--- config.mk ---
export PLATFORM = sky130hd
export DESIGN_NAME = writeback_scoreboard_flat
export DESIGN_NICKNAME = d
export VERILOG_FILES = /design/src/rtl/writeback_scoreboard_if.sv /design/src/rtl/writeback_scoreboard.sv /design/src/flat_wrapper.sv
export SDC_FILE = /design/constraint.sdc
export NUM_CORES = 1
export LEC_CHECK = 0
export CELL_PAD_IN_SITES_DETAIL_PLACEMENT = 0
export CELL_PAD_IN_SITES_GLOBAL_PLACEMENT = 1
export CORE_MARGIN = 2
export CORE_UTILIZATION = 25
export CTS_CLUSTER_SIZE = 40
export DETAILED_ROUTE_END_ITERATION = 10
export PLACE_DENSITY_LB_ADDON = 0.05
export SLEW_MARGIN = 20
export SYNTH_ARGS = -nofsm -noshare
export SYNTH_HDL_FRONTEND = slang
export SYNTH_SLANG_ARGS = --single-unit
--- constraint.sdc ---
create_clock -name clk -period 3.8 [get_ports clk]
set_clock_uncertainty 0.1 [all_clocks]
set_input_delay 0.76 -clock clk [delete_from_list [all_inputs] [get_ports clk]]
set_output_delay 0.76 -clock clk [all_outputs]
set_load 0.03 [all_outputs]
--- src/rtl/writeback_scoreboard_if.sv ---
// Bundle of the MEM-retire, register-file write-back and decode-scoreboard signals
// exchanged between writeback_scoreboard and its neighbours.
interface writeback_scoreboard_if #(
  parameter int unsigned DATA_W = 32,
  parameter int unsigned NREG   = 32
);
  logic              mem_valid;
  logic              mem_reg_write;
  logic              mem_to_reg;
  logic [4:0]        mem_rd;
  logic [DATA_W-1:0] alu_data_out;
  logic [DATA_W-1:0] mem_data_out;

  logic              reg_write;
  logic [4:0]        rd;
  logic [DATA_W-1:0] reg_wr_data;

  logic              id_set_valid;
  logic [4:0]        id_set_addr;
  logic              id_chk_use1;
  logic [4:0]        id_chk_addr1;
  logic              id_chk_use2;
  logic [4:0]        id_chk_addr2;

  logic              stall;
  logic [NREG-1:0]   busy_flags;
  logic [31:0]       retired_count;
  logic              sb_underflow;

  modport slave (
    input  mem_valid, mem_reg_write, mem_to_reg, mem_rd, alu_data_out, mem_data_out,
    input  id_set_valid, id_set_addr, id_chk_use1, id_chk_addr1, id_chk_use2, id_chk_addr2,
    output reg_write, rd, reg_wr_data, stall, busy_flags, retired_count, sb_underflow
  );

  modport master (
    output mem_valid, mem_reg_write, mem_to_reg, mem_rd, alu_data_out, mem_data_out,
    output id_set_valid, id_set_addr, id_chk_use1, id_chk_addr1, id_chk_use2, id_chk_addr2,
    input  reg_write, rd, reg_wr_data, stall, busy_flags, retired_count, sb_underflow
  );
endinterface

--- src/rtl/writeback_scoreboard.sv ---
// Write-back stage: registers MEM results into the register-file write port and keeps
// per-register pending-write counters that produce the decode RAW stall.
module writeback_scoreboard #(
  parameter int unsigned DATA_W = 32,
  parameter int unsigned NREG   = 32,
  parameter int unsigned CNT_W  = 2
) (
  input  logic                  clk,
  input  logic                  reset,
  writeback_scoreboard_if.slave bus
);

  logic              reg_write_q, reg_write_d;
  logic [4:0]        rd_q, rd_d;
  logic [DATA_W-1:0] wr_data_q, wr_data_d;
  logic [CNT_W-1:0]  cnt_q [NREG];
  logic [CNT_W-1:0]  cnt_d [NREG];
  logic [31:0]       retired_q, retired_d;
  logic              underflow_q, underflow_d;

  logic [NREG-1:0]   busy;
  logic [NREG-1:0]   set_vec;
  logic [NREG-1:0]   clr_vec;
  logic              stall;
  logic              set_en;

  always_comb begin
    reg_write_d = 1'b0;
    rd_d        = rd_q;
    wr_data_d   = wr_data_q;
    if (bus.mem_valid) begin
      reg_write_d = bus.mem_reg_write && (bus.mem_rd != 5'd0);
      rd_d        = bus.mem_rd;
      wr_data_d   = bus.mem_to_reg ? bus.mem_data_out : bus.alu_data_out;
    end
  end

  // Entry 0 stays out of the busy vector so source r0 never stalls.
  always_comb begin
    busy = '0;
    for (int unsigned i = 1; i < NREG; i++) begin
      busy[i] = (cnt_q[i] != '0);
    end
  end

  always_comb begin
    stall = (bus.id_chk_use1 && busy[bus.id_chk_addr1])
          | (bus.id_chk_use2 && busy[bus.id_chk_addr2])
          | (bus.id_set_valid && (cnt_q[bus.id_set_addr] == '1));
    set_en = bus.id_set_valid && !stall && (bus.id_set_addr != 5'd0);
  end

  always_comb begin
    set_vec     = '0;
    clr_vec     = '0;
    retired_d   = retired_q;
    underflow_d = underflow_q;
    for (int unsigned i = 0; i < NREG; i++) begin
      set_vec[i] = set_en && (bus.id_set_addr == 5'(i));
      clr_vec[i] = reg_write_q && (rd_q == 5'(i));
      cnt_d[i]   = cnt_q[i];
      // A coincident set and clear cancel; a clear of an empty entry floors at zero.
      if (set_vec[i] && !clr_vec[i]) begin
        cnt_d[i] = cnt_q[i] + CNT_W'(1);
      end else if (clr_vec[i] && !set_vec[i] && (cnt_q[i] != '0)) begin
        cnt_d[i] = cnt_q[i] - CNT_W'(1);
      end
    end
    if (reg_write_q) begin
      retired_d = retired_q + 32'd1;
      if (cnt_q[rd_q] == '0) begin
        underflow_d = 1'b1;
      end
    end
  end

  always_ff @(posedge clk or negedge reset) begin
    if (!reset) begin
      reg_write_q <= 1'b0;
      rd_q        <= '0;
      wr_data_q   <= '0;
      retired_q   <= '0;
      underflow_q <= 1'b0;
      for (int unsigned i = 0; i < NREG; i++) begin
        cnt_q[i] <= '0;
      end
    end else begin
      reg_write_q <= reg_write_d;
      rd_q        <= rd_d;
      wr_data_q   <= wr_data_d;
      retired_q   <= retired_d;
      underflow_q <= underflow_d;
      for (int unsigned i = 0; i < NREG; i++) begin
        cnt_q[i] <= cnt_d[i];
      end
    end
  end

  assign bus.reg_write     = reg_write_q;
  assign bus.rd            = rd_q;
  assign bus.reg_wr_data   = wr_data_q;
  assign bus.stall         = stall;
  assign bus.busy_flags    = busy;
  assign bus.retired_count = retired_q;
  assign bus.sb_underflow  = underflow_q;

endmodule

--- src/flat_wrapper.sv ---
// flat-port wrapper written by rule: the top's interface ports become plain ports
module writeback_scoreboard_flat 
#(
  parameter int unsigned DATA_W = 32,
  parameter int unsigned NREG   = 32,
  parameter int unsigned CNT_W  = 2
)
  (clk, reset, bus_mem_valid, bus_mem_reg_write, bus_mem_to_reg, bus_mem_rd, bus_alu_data_out, bus_mem_data_out, bus_id_set_valid, bus_id_set_addr, bus_id_chk_use1, bus_id_chk_addr1, bus_id_chk_use2, bus_id_chk_addr2, bus_reg_write, bus_rd, bus_reg_wr_data, bus_stall, bus_busy_flags, bus_retired_count, bus_sb_underflow);
  writeback_scoreboard_if #(.DATA_W(DATA_W), .NREG(NREG)) bus_i ();
  input  logic clk;
  input  logic reset;
  input wire logic [$bits(bus_i.mem_valid)-1:0] bus_mem_valid;
  input wire logic [$bits(bus_i.mem_reg_write)-1:0] bus_mem_reg_write;
  input wire logic [$bits(bus_i.mem_to_reg)-1:0] bus_mem_to_reg;
  input wire logic [$bits(bus_i.mem_rd)-1:0] bus_mem_rd;
  input wire logic [$bits(bus_i.alu_data_out)-1:0] bus_alu_data_out;
  input wire logic [$bits(bus_i.mem_data_out)-1:0] bus_mem_data_out;
  input wire logic [$bits(bus_i.id_set_valid)-1:0] bus_id_set_valid;
  input wire logic [$bits(bus_i.id_set_addr)-1:0] bus_id_set_addr;
  input wire logic [$bits(bus_i.id_chk_use1)-1:0] bus_id_chk_use1;
  input wire logic [$bits(bus_i.id_chk_addr1)-1:0] bus_id_chk_addr1;
  input wire logic [$bits(bus_i.id_chk_use2)-1:0] bus_id_chk_use2;
  input wire logic [$bits(bus_i.id_chk_addr2)-1:0] bus_id_chk_addr2;
  output wire logic [$bits(bus_i.reg_write)-1:0] bus_reg_write;
  output wire logic [$bits(bus_i.rd)-1:0] bus_rd;
  output wire logic [$bits(bus_i.reg_wr_data)-1:0] bus_reg_wr_data;
  output wire logic [$bits(bus_i.stall)-1:0] bus_stall;
  output wire logic [$bits(bus_i.busy_flags)-1:0] bus_busy_flags;
  output wire logic [$bits(bus_i.retired_count)-1:0] bus_retired_count;
  output wire logic [$bits(bus_i.sb_underflow)-1:0] bus_sb_underflow;
  assign bus_i.mem_valid = bus_mem_valid;
  assign bus_i.mem_reg_write = bus_mem_reg_write;
  assign bus_i.mem_to_reg = bus_mem_to_reg;
  assign bus_i.mem_rd = bus_mem_rd;
  assign bus_i.alu_data_out = bus_alu_data_out;
  assign bus_i.mem_data_out = bus_mem_data_out;
  assign bus_i.id_set_valid = bus_id_set_valid;
  assign bus_i.id_set_addr = bus_id_set_addr;
  assign bus_i.id_chk_use1 = bus_id_chk_use1;
  assign bus_i.id_chk_addr1 = bus_id_chk_addr1;
  assign bus_i.id_chk_use2 = bus_id_chk_use2;
  assign bus_i.id_chk_addr2 = bus_id_chk_addr2;
  assign bus_reg_write = bus_i.reg_write;
  assign bus_rd = bus_i.rd;
  assign bus_reg_wr_data = bus_i.reg_wr_data;
  assign bus_stall = bus_i.stall;
  assign bus_busy_flags = bus_i.busy_flags;
  assign bus_retired_count = bus_i.retired_count;
  assign bus_sb_underflow = bus_i.sb_underflow;
  writeback_scoreboard #(.DATA_W(DATA_W), .NREG(NREG), .CNT_W(CNT_W)) u_core (.clk(clk), .reset(reset), .bus(bus_i));
endmodule
### Yosys cells after proc, flatten, opt, wreduce, memory -nomap -nowiden

Cells that the tools add are included.

* bits in latches: 0
* ROM bits: 0
* input port bits: 92
* memories: 0
* RAM bits: 0
* word-level logic and storage cells: 550
* register bits: 135

* add/subtract/negate cells: 65
* multipliers: 0
* bitwise operators: 4
* shifts and indexed selects: 0
* div/mod/pow operators: 0
* equal/unequal tests: 63
* reductions and logical operators: 301
* mux-type cells: 76
* $lt $le $gt $ge: 4

Operators by type and width (count)
* 1-bit logical AND: 166
* 5-bit == test (second input constant): 32
* 2-bit 2-to-1 mux: 68
* 2-bit nonzero test: 64
* 5-bit by 4-bit == test with 1-bit output (second input constant): 16
* 1-bit zero test: 65
* 2-bit by 1-bit adder with 2-bit output (second input constant): 32
* 2-bit by 1-bit subtractor with 2-bit output (second input constant): 32
* 5-bit by 3-bit == test with 1-bit output (second input constant): 8
* 32-bit by 1-bit adder with 32-bit output (second input constant): 1
* 32-bit 2-to-1 mux: 1
* 2-bit binary-select mux with 5-bit select: 2
* 5-bit by 2-bit == test with 1-bit output (second input constant): 4
* 6-bit greater-or-equal comparator (second input constant): 2
* 5-bit by 6-bit less-than comparator with 1-bit output (second input constant): 2
* 5-bit NOT with 6-bit output: 2
* 1-bit binary-select mux with 5-bit select: 2
* 5-bit by 1-bit == test with 1-bit output (second input constant): 2
* 5-bit zero test: 2
* 5-bit nonzero test: 2
* 1-bit 2-to-1 mux: 3
* 2-bit == test (second input constant): 1
* 2-bit zero test: 1
* 1-bit OR: 2
* 2-bit AND reduction: 1

### Depth between registers and ports, before layout

Gate-level depths: netlist (run 1).

* depth after elaboration: 16
* mapped depth: 12

### Worst setup path before layout (run 1)

No wires, ideal clock.

* path kind: in2out
* start: input bus_id_chk_addr2[0]
* end: output bus_stall
* setup slack: 0.308 ns
* arrival: 2.632 ns
* stages: 10
* required time: 2.940 ns
* cell sequence: buf_4 -> nor4_1 -> nor4b_1 -> a22o_1 -> o311ai_2 -> o211a_1 -> buf_2 -> buf_2 -> buf_2 -> nand3_1

* word-level cells in the longest chain between the ends: 5

RTL lines
* start: declaration: RTL line flat_wrapper.sv:23 `input wire logic [$bits(bus_i.id_chk_addr2)-1:0] bus_id_chk_addr2;`
* 1-bit binary-select mux with 5-bit select: RTL line writeback_scoreboard.sv:48 `| (bus.id_chk_use2 && busy[bus.id_chk_addr2])`
* 1-bit 2-to-1 mux (implied by the code): RTL line writeback_scoreboard.sv:48
* 1-bit logical AND: RTL line writeback_scoreboard.sv:48
* 1-bit OR: RTL line writeback_scoreboard.sv:48
* 1-bit OR: RTL line writeback_scoreboard.sv:49 `| (bus.id_set_valid && (cnt_q[bus.id_set_addr] == '1));`
* end: declaration: RTL line flat_wrapper.sv:27 `output wire logic [$bits(bus_i.stall)-1:0] bus_stall;`

No other way between the ends. The select of a mux whose other input is x is not followed.

### Worst setup path after layout (run 1)

Ends and elaborated chain as after synthesis.

==> flow_summary.ini, run 1 <==
[synth]
synth_xor_xnor_area_share = 0.0555
synth_nets = 1098
synth_ff_type = dfrtp_1
ys_ff_latch = 135
async_flop_share = 1.00
synth-edff-count = 0
avgSynthCellArea_sq_um = 8.79
yosys.area.top_type_share = 0.383
synth-simple-area-share = 0.254
synth_top_family_by_area = simple AND/OR/NAND/NOR gates
synth_area_leader_cell = dfrtp_1
ys_seq_area_frac = 0.383
synth_compound_gate_area_share = 0.164
synth_area_leaders = dfrtp_1 38%, nor2_1 5.7%, xnor2_1 4.6%
synthAdderAreaFrac = 0.00283
synthDistinctLibCells = 79
synthesis.instances = 1004
netlist_area_sq_mm = 0.00883
synth.mux.area_fraction = 0.0969
yosysWarnings = 0

[power_and_ir_drop]
p_total_mw = 5.68
p_switching_mw = 2.16
p_clk_frac = 0.299
p_seq_frac = 0.346
ir_drop_v = 0.000360
p_int_mw = 3.52
p_sw_frac = 0.381
p_leak_nw = 5.21
powerDensity_mw_per_mm2 = 451
p_comb_frac = 0.355

[cts]
clkLatencyLatePin_ps = 440
cts_tree = yes
numCtsBuffers = 17
h-tree-depth = 4
cts-root-buf = clkbuf_16
clock-sinks = 135
cts_max_path_buffers = 2
cts.clk_slew.worst_paths_ps = 60

[floorplan]
boundaryPins = 196
rows = 68
die_area_sq_mm = 0.0368
design.core.area_sq_mm = 0.0346
start_util = 0.255
die_y_um = 192
die_w_um = 192

[layout]
design_area_sq_mm = 0.0126
fin_util = 0.363
layout-drive-gt1-share = 0.145
syn2layout_area_growth_pct = 42.5
final_nets = 1361
register_area_sq_mm = 0.00338
stdcell_count = 1735
diodes = 0
multi_input_area_sq_mm = 0.00512
num-fill-cells = 3581

[worst_setup_path]
rr_worst_depth = 15
startpoint = bus_id_chk_addr2[0]
crit_required_ps = 2940
r2r_end = u_core.cnt_q[1]$_DFFE_PN0P_
crit_path_end_kind = primary output
r2r-start = u_core.cnt_q[16]$_DFFE_PN0P_
critPathLaunchType = input pin
critPathKind = input pin to primary output
path_max_fanout = 11
cp_data_arrival_time_ps = 2880
r2r_slack_ps = 320

[routing]
vias = 8702
viasPerCell = 5.02
drtAntennaViolNets = 0
post_drt_wl_per_cell_um = 20.5
wl_um = 35600
dr.pass1.iters = 5
drcViolationCount = 0
drt-initial-drc-count = 649

[placement]
place_area_sq_mm = 0.0119
dp.final_hpwl_um = 27600
portBuffers = 194
pre_cts_slack_ps = -540
dpl.cell_count = 1697
place.gp.congestion = 0.855

[timing]
layout_setup_ws_ps = 64.4
rsz0062_at_grt = no
tns_ps = 0
period_minus_slack_ps = 3740
final_hold_viol_count = 0
fmax_mhz = 268
tightestPinTransition_ps = 933
hold_slack_ps = 201
max_slew_margin = 0.378
finalCritPeriodShare = 0.983
drv_slew = 0
finalSetupViolations = 0

[global_route]
grt_max_degree = 60
antenna_found_initial = 0
grt_pass1_vias = 8629
grt_pass1_wl_um = 54100
track_usage = 0.199
overflow = 0

[job]
maxCapViolCount = 0

[min_path]
min_path_type = input pin to async pin

[outcome]
outcome = finished clean
==> cell usage in the layout, fill, tap and decap left out, types with 8 or more instances in the layout <==
master / netlist / final
nand2_1: 78 / 78
nand2b_1: 18 / 17
a211oi_1: 13 / 13
buf_4: 4 / 94
clkdlybuf4s50_1: 0 / 187
o22a_1: 16 / 16
dfrtp_1: 135 / 135
and2_1: 10 / 10
o21ai_0: 26 / 26
nand3_1: 43 / 43
inv_1: 39 / 39
nor2_1: 135 / 135
clkbuf_16: 0 / 17
nor4_1: 14 / 14
nand4_1: 20 / 20
xnor2_1: 46 / 46
nor2b_1: 11 / 11
nor3b_1: 9 / 9
nand3b_1: 8 / 8
mux4_2: 17 / 17
a22oi_1: 19 / 19
nor3_1: 49 / 49
a31oi_1: 15 / 15
xor2_1: 10 / 10
a21oi_1: 57 / 57
mux2i_1: 39 / 38
==> logic make-up after synthesis <==
group / after synthesis
other: 1
XOR/XNOR: 56
AO/OA/AOI/OAI: 209
buffers and inverters: 92
AND/OR/NAND/NOR: 446
flip-flops: 135
adder cells (fa/ha/maj): 2
multiplexers: 63
==> metal layers <==
layer | track usage | wire length (um)
met5 | 0 | 0
met4 | 0.0636 | 707
met1 | 0.265 | 16200
met3 | 0.0479 | 2110
met2 | 0.317 | 16600
==> area by class of cell <==
class                           count  share of cell area
Clock buffer                       20              0.0347
Clock inverter                     12              0.0114
Inverter                           41              0.0122
Multi-Input combinational cell    777               0.407
Sequential cell                   135               0.268
Tap cell                          455              0.0452
Timing Repair Buffer              295               0.221
==> power by group through the flow <==
stage | clock network [mW] | logic [mW] | registers (mW)
after floorplan | 0 | 0.956 | 2.00
after global placement | 0 | 1.99 | 2.00
after detailed placement | 0 | 1.99 | 1.98
after CTS | 1.75 | 2.02 | 1.96
after global routing | 1.81 | 2.16 | 2.00
final | 1.70 | 2.02 | 1.96
==> synth_stat cells (all sizes together) (3+ instances only) <==
| cell type | number |
|---|---|
| nor4 | 14 |
| mux4 | 17 |
| nor4b | 6 |
| a211oi | 13 |
| clkbuf | 24 |
| and4 | 6 |
| a32oi | 3 |
| a21boi | 11 |
| nand2 | 78 |
| nand2b | 18 |
| or2 | 9 |
| inv | 41 |
| o21ai | 27 |
| nor2b | 11 |
| xnor2 | 46 |
| o21ba | 3 |
| or4 | 6 |
| a22oi | 19 |
| and2 | 10 |
| or3 | 8 |
| nand3 | 43 |
| mux2i | 39 |
| and3 | 7 |
| nand4 | 21 |
| o31ai | 4 |
| or3b | 6 |
| a31oi | 15 |
| nor3b | 9 |
| o21a | 4 |
| o211ai | 6 |
| nor2 | 135 |
| dfrtp | 135 |
| o22a | 16 |
| xor2 | 10 |
| mux2 | 7 |
| a21oi | 57 |
| nand3b | 8 |
| o211a | 4 |
| nor3 | 50 |
| buf | 27 |
==> worst max-delay path: stages <==
cell and delay (ps):
clkdlybuf4s50_1 460, buf_4 180, buf_4 180, mux4_2 510, a32oi_2 200, o211a_1 200, nand3_1 170, buf_6 200
==> sequential cells by signal (all words and copies together), names as in the netlist <==
| register | cells |
|---|---|
| u_core.bus.retired_count | 32 |
| u_core.bus.rd | 5 |
| u_core.bus.sb_underflow | 1 |
| u_core.bus.reg_write | 1 |
| u_core.cnt_q | 64 |
| u_core.bus.reg_wr_data | 32 |
==> timing repair <==
action / in CTS / in global routing
cloned: 0 / 0
resized for setup: 16 / 2
buffers inserted: 6 / 0
setup endpoints to repair: 1 / 1
hold buffers: 0 / 0
pin swaps: 3 / 0
==> worst max-delay path by stage <==
| stage | end | slack, ps | cells after the start |
|---|---|---|---|
| floorplan | bus_stall | 310 | 10 |
| global placement | bus_stall | -540 | 8 |
| detailed placement | bus_stall | -540 | 8 |
| CTS | bus_stall | 40 | 10 |
| global route | u_core.cnt_q[52]$_DFFE_PN0P_ | 5 | 17 |
| finish | bus_stall | 60 | 8 |
(Power assumes the default switching activity.)
==> run 2: changes to the inputs <==
--- a/config.mk
+++ b/config.mk
@@ -12,6 +12,7 @@
 export CTS_CLUSTER_SIZE = 40
 export DETAILED_ROUTE_END_ITERATION = 10
 export PLACE_DENSITY_LB_ADDON = 0.05
+export SKIP_LAST_GASP = 1
 export SLEW_MARGIN = 20
 export SYNTH_ARGS = -nofsm -noshare
 export SYNTH_HDL_FRONTEND = slang
==> run 2 against run 1 <==
Maximum frequency fell by 0.48%; critical path depth unchanged; routed wire length is 0.32% higher; design area grew 0.46%; sequential power about the same; count of clock-buffer cells in the layout unchanged; hold slack gained 3.3 ps; setup slack got worse by 18 ps; flip-flop and latch count did not move; critical path type unchanged; largest power group unchanged; highest routed layer unchanged.
==> flow_summary.ini, run 2 (same netlist as run 1, synthesis figures left out) <==
[worst_setup_path]
crit_path_end_kind = primary output
r2r_slack_ps = 270
r2r-start = u_core.cnt_q[16]$_DFFE_PN0P_
cp_top_family = buffers and inverters
worstPathCellList = clkdlybuf4s50_1 -> buf_4 -> buf_4 -> mux4_2 -> a32oi_2 -> o211a_1 -> nand3_1 -> buf_6
cp_common_cell = buf_4
r2r_end = u_core.cnt_q[54]$_DFFE_PN0P_
critPathKind = input pin to primary output
crit_required_ps = 2940
slowest_stage = mux4_2
cpPeakStageDelay_ps = 510
rr_worst_depth = 14
path_buf_inv = 4
critPathLaunchType = input pin
cp_data_arrival_time_ps = 2890
path_max_fanout = 11

[power_and_ir_drop]
ir_drop_v = 0.000358
powerDensity_mw_per_mm2 = 451
p_leak_nw = 5.25

[placement]
place_area_sq_mm = 0.0119
dp.final_hpwl_um = 27600
dpl.cell_count = 1697
portBuffers = 194
pre_cts_slack_ps = -540
place.gp.congestion = 0.855

[layout]
multi_input_area_sq_mm = 0.00516
largest-register = u_core.cnt_q
register_area_sq_mm = 0.00338
layout-drive-gt1-share = 0.148
final_common_cell = clkdlybuf4s50_1
stdcell_count = 1736
diodes = 0
design_area_sq_mm = 0.0126
largest_reg_flops = 64
mostFrequentLayoutCells = 187 x clkdlybuf4s50_1, 135 x nor2_1, 135 x dfrtp_1, 94 x buf_4, 78 x nand2_1
syn2layout_area_growth_pct = 43.1
num-fill-cells = 3572
final_nets = 1362

[routing]
drt-initial-drc-count = 622
vias = 8752
drcViolationCount = 0
dr.pass1.iters = 5
drtAntennaViolNets = 0
post_drt_wl_per_cell_um = 20.6
wl_um = 35700
viasPerCell = 5.04

[floorplan]
start_util = 0.255
die_y_um = 192
design.core.area_sq_mm = 0.0346
boundaryPins = 196
die_w_um = 192
rows = 68
die_area_sq_mm = 0.0368

[global_route]
antenna_found_initial = 0
grt_pass1_vias = 8629
grt_max_degree = 60
grt_pass1_wl_um = 54100
track_usage = 0.199
overflow = 0

[cts]
cts-root-buf = clkbuf_16
cts.clk_slew.worst_paths_ps = 60
cts_max_path_buffers = 2
numCtsBuffers = 17
clock-sinks = 135
cts_tree = yes
h-tree-depth = 4
clkLatencyLatePin_ps = 440

[timing]
finalCritPeriodShare = 0.988
fmax_mhz = 266
max_slew_margin = 0.378
finalSetupViolations = 0
period_minus_slack_ps = 3750
final_hold_viol_count = 0
drv_slew = 0
rsz0062_at_grt = no
layout_setup_ws_ps = 46.2
tightestPinTransition_ps = 933

[min_path]
min_path_type = input pin to async pin

[job]
maxCapViolCount = 0

[outcome]
outcome = finished clean
run 2: cell types whose count changed in the layout (fill, tap and decap cells not counted), sizes merged:
cell	previous run	this run
buf	105	106
dlygate4sd2	3	0
dlymetal6s2s	0	3
run 2: worst max path at each step:
stage / start / cells after the start / to
3_5_place_dp: bus_id_set_addr[1] / 8 / bus_stall
6_report: bus_id_chk_addr2[0] / 8 / bus_stall
2_1_floorplan: bus_id_chk_addr2[0] / 10 / bus_stall
3_3_place_gp: bus_id_set_addr[0] / 8 / bus_stall
5_1_grt: bus_id_chk_addr2[2] / 9 / bus_stall
4_1_cts: bus_id_set_addr[0] / 8 / bus_stall
run 2: through the flow:
step | TNS (ps) | utilization | power (mW) | hold slack [ps]
4_1_cts | -51.3 | 0.363 | 5.74 | 242
3_3_place_gp | -1600 | 0.344 | 3.99 | 364
3_5_place_dp | -2070 | 0.344 | 3.96 | 372
2_1_floorplan | 0 | - | 2.96 | 364
6_report | 0 | 0.365 | 5.69 | 204
5_1_grt | 0 | 0.365 | 5.99 | 250
run 2: layer usage:
layer | global-route usage | up-vias | routed length, um | part of all wire
met2 | 0.317 | 242 | 16800 | 0.47
met5 | 0 | - | 0 | 0
met1 | 0.265 | 4285 | 16100 | 0.45
met3 | 0.0477 | 44 | 2120 | 0.059
met4 | 0.0636 | 0 | 739 | 0.021
li1 | - | 4181 | - | -
run 2: repair_timing:
action | in CTS | in global routing
hold buffers | 0 | 0
setup buffers | 6 | 1
resized for setup | 13 | 12
setup endpoints to repair | 1 | 33
pin swaps | 3 | 3
run 2: area by class of cell:
type	count	area share
Clock inverter	12	0.0114
Tap cell	455	0.0450
Multi-Input combinational cell	777	0.408
Timing Repair Buffer	296	0.221
Sequential cell	135	0.267
Clock buffer	20	0.0345
Inverter	41	0.0122
run 2: power by group:
group | switching, mW | leakage (nW) | internal (mW)
clock | 0.716 | 0.284 | 0.978
combinational | 1.13 | 3.31 | 0.904
sequential | 0.325 | 1.66 | 1.64
run 2: worst register-to-register path: cells and delay by family (launching register included):
kind	cells	cell delay, ps
AOI/OAI and AO/OA	2	420
buffers and inverters	7	720
DFF	1	440
muxes	3	980
and+or+nand+nor	2	810
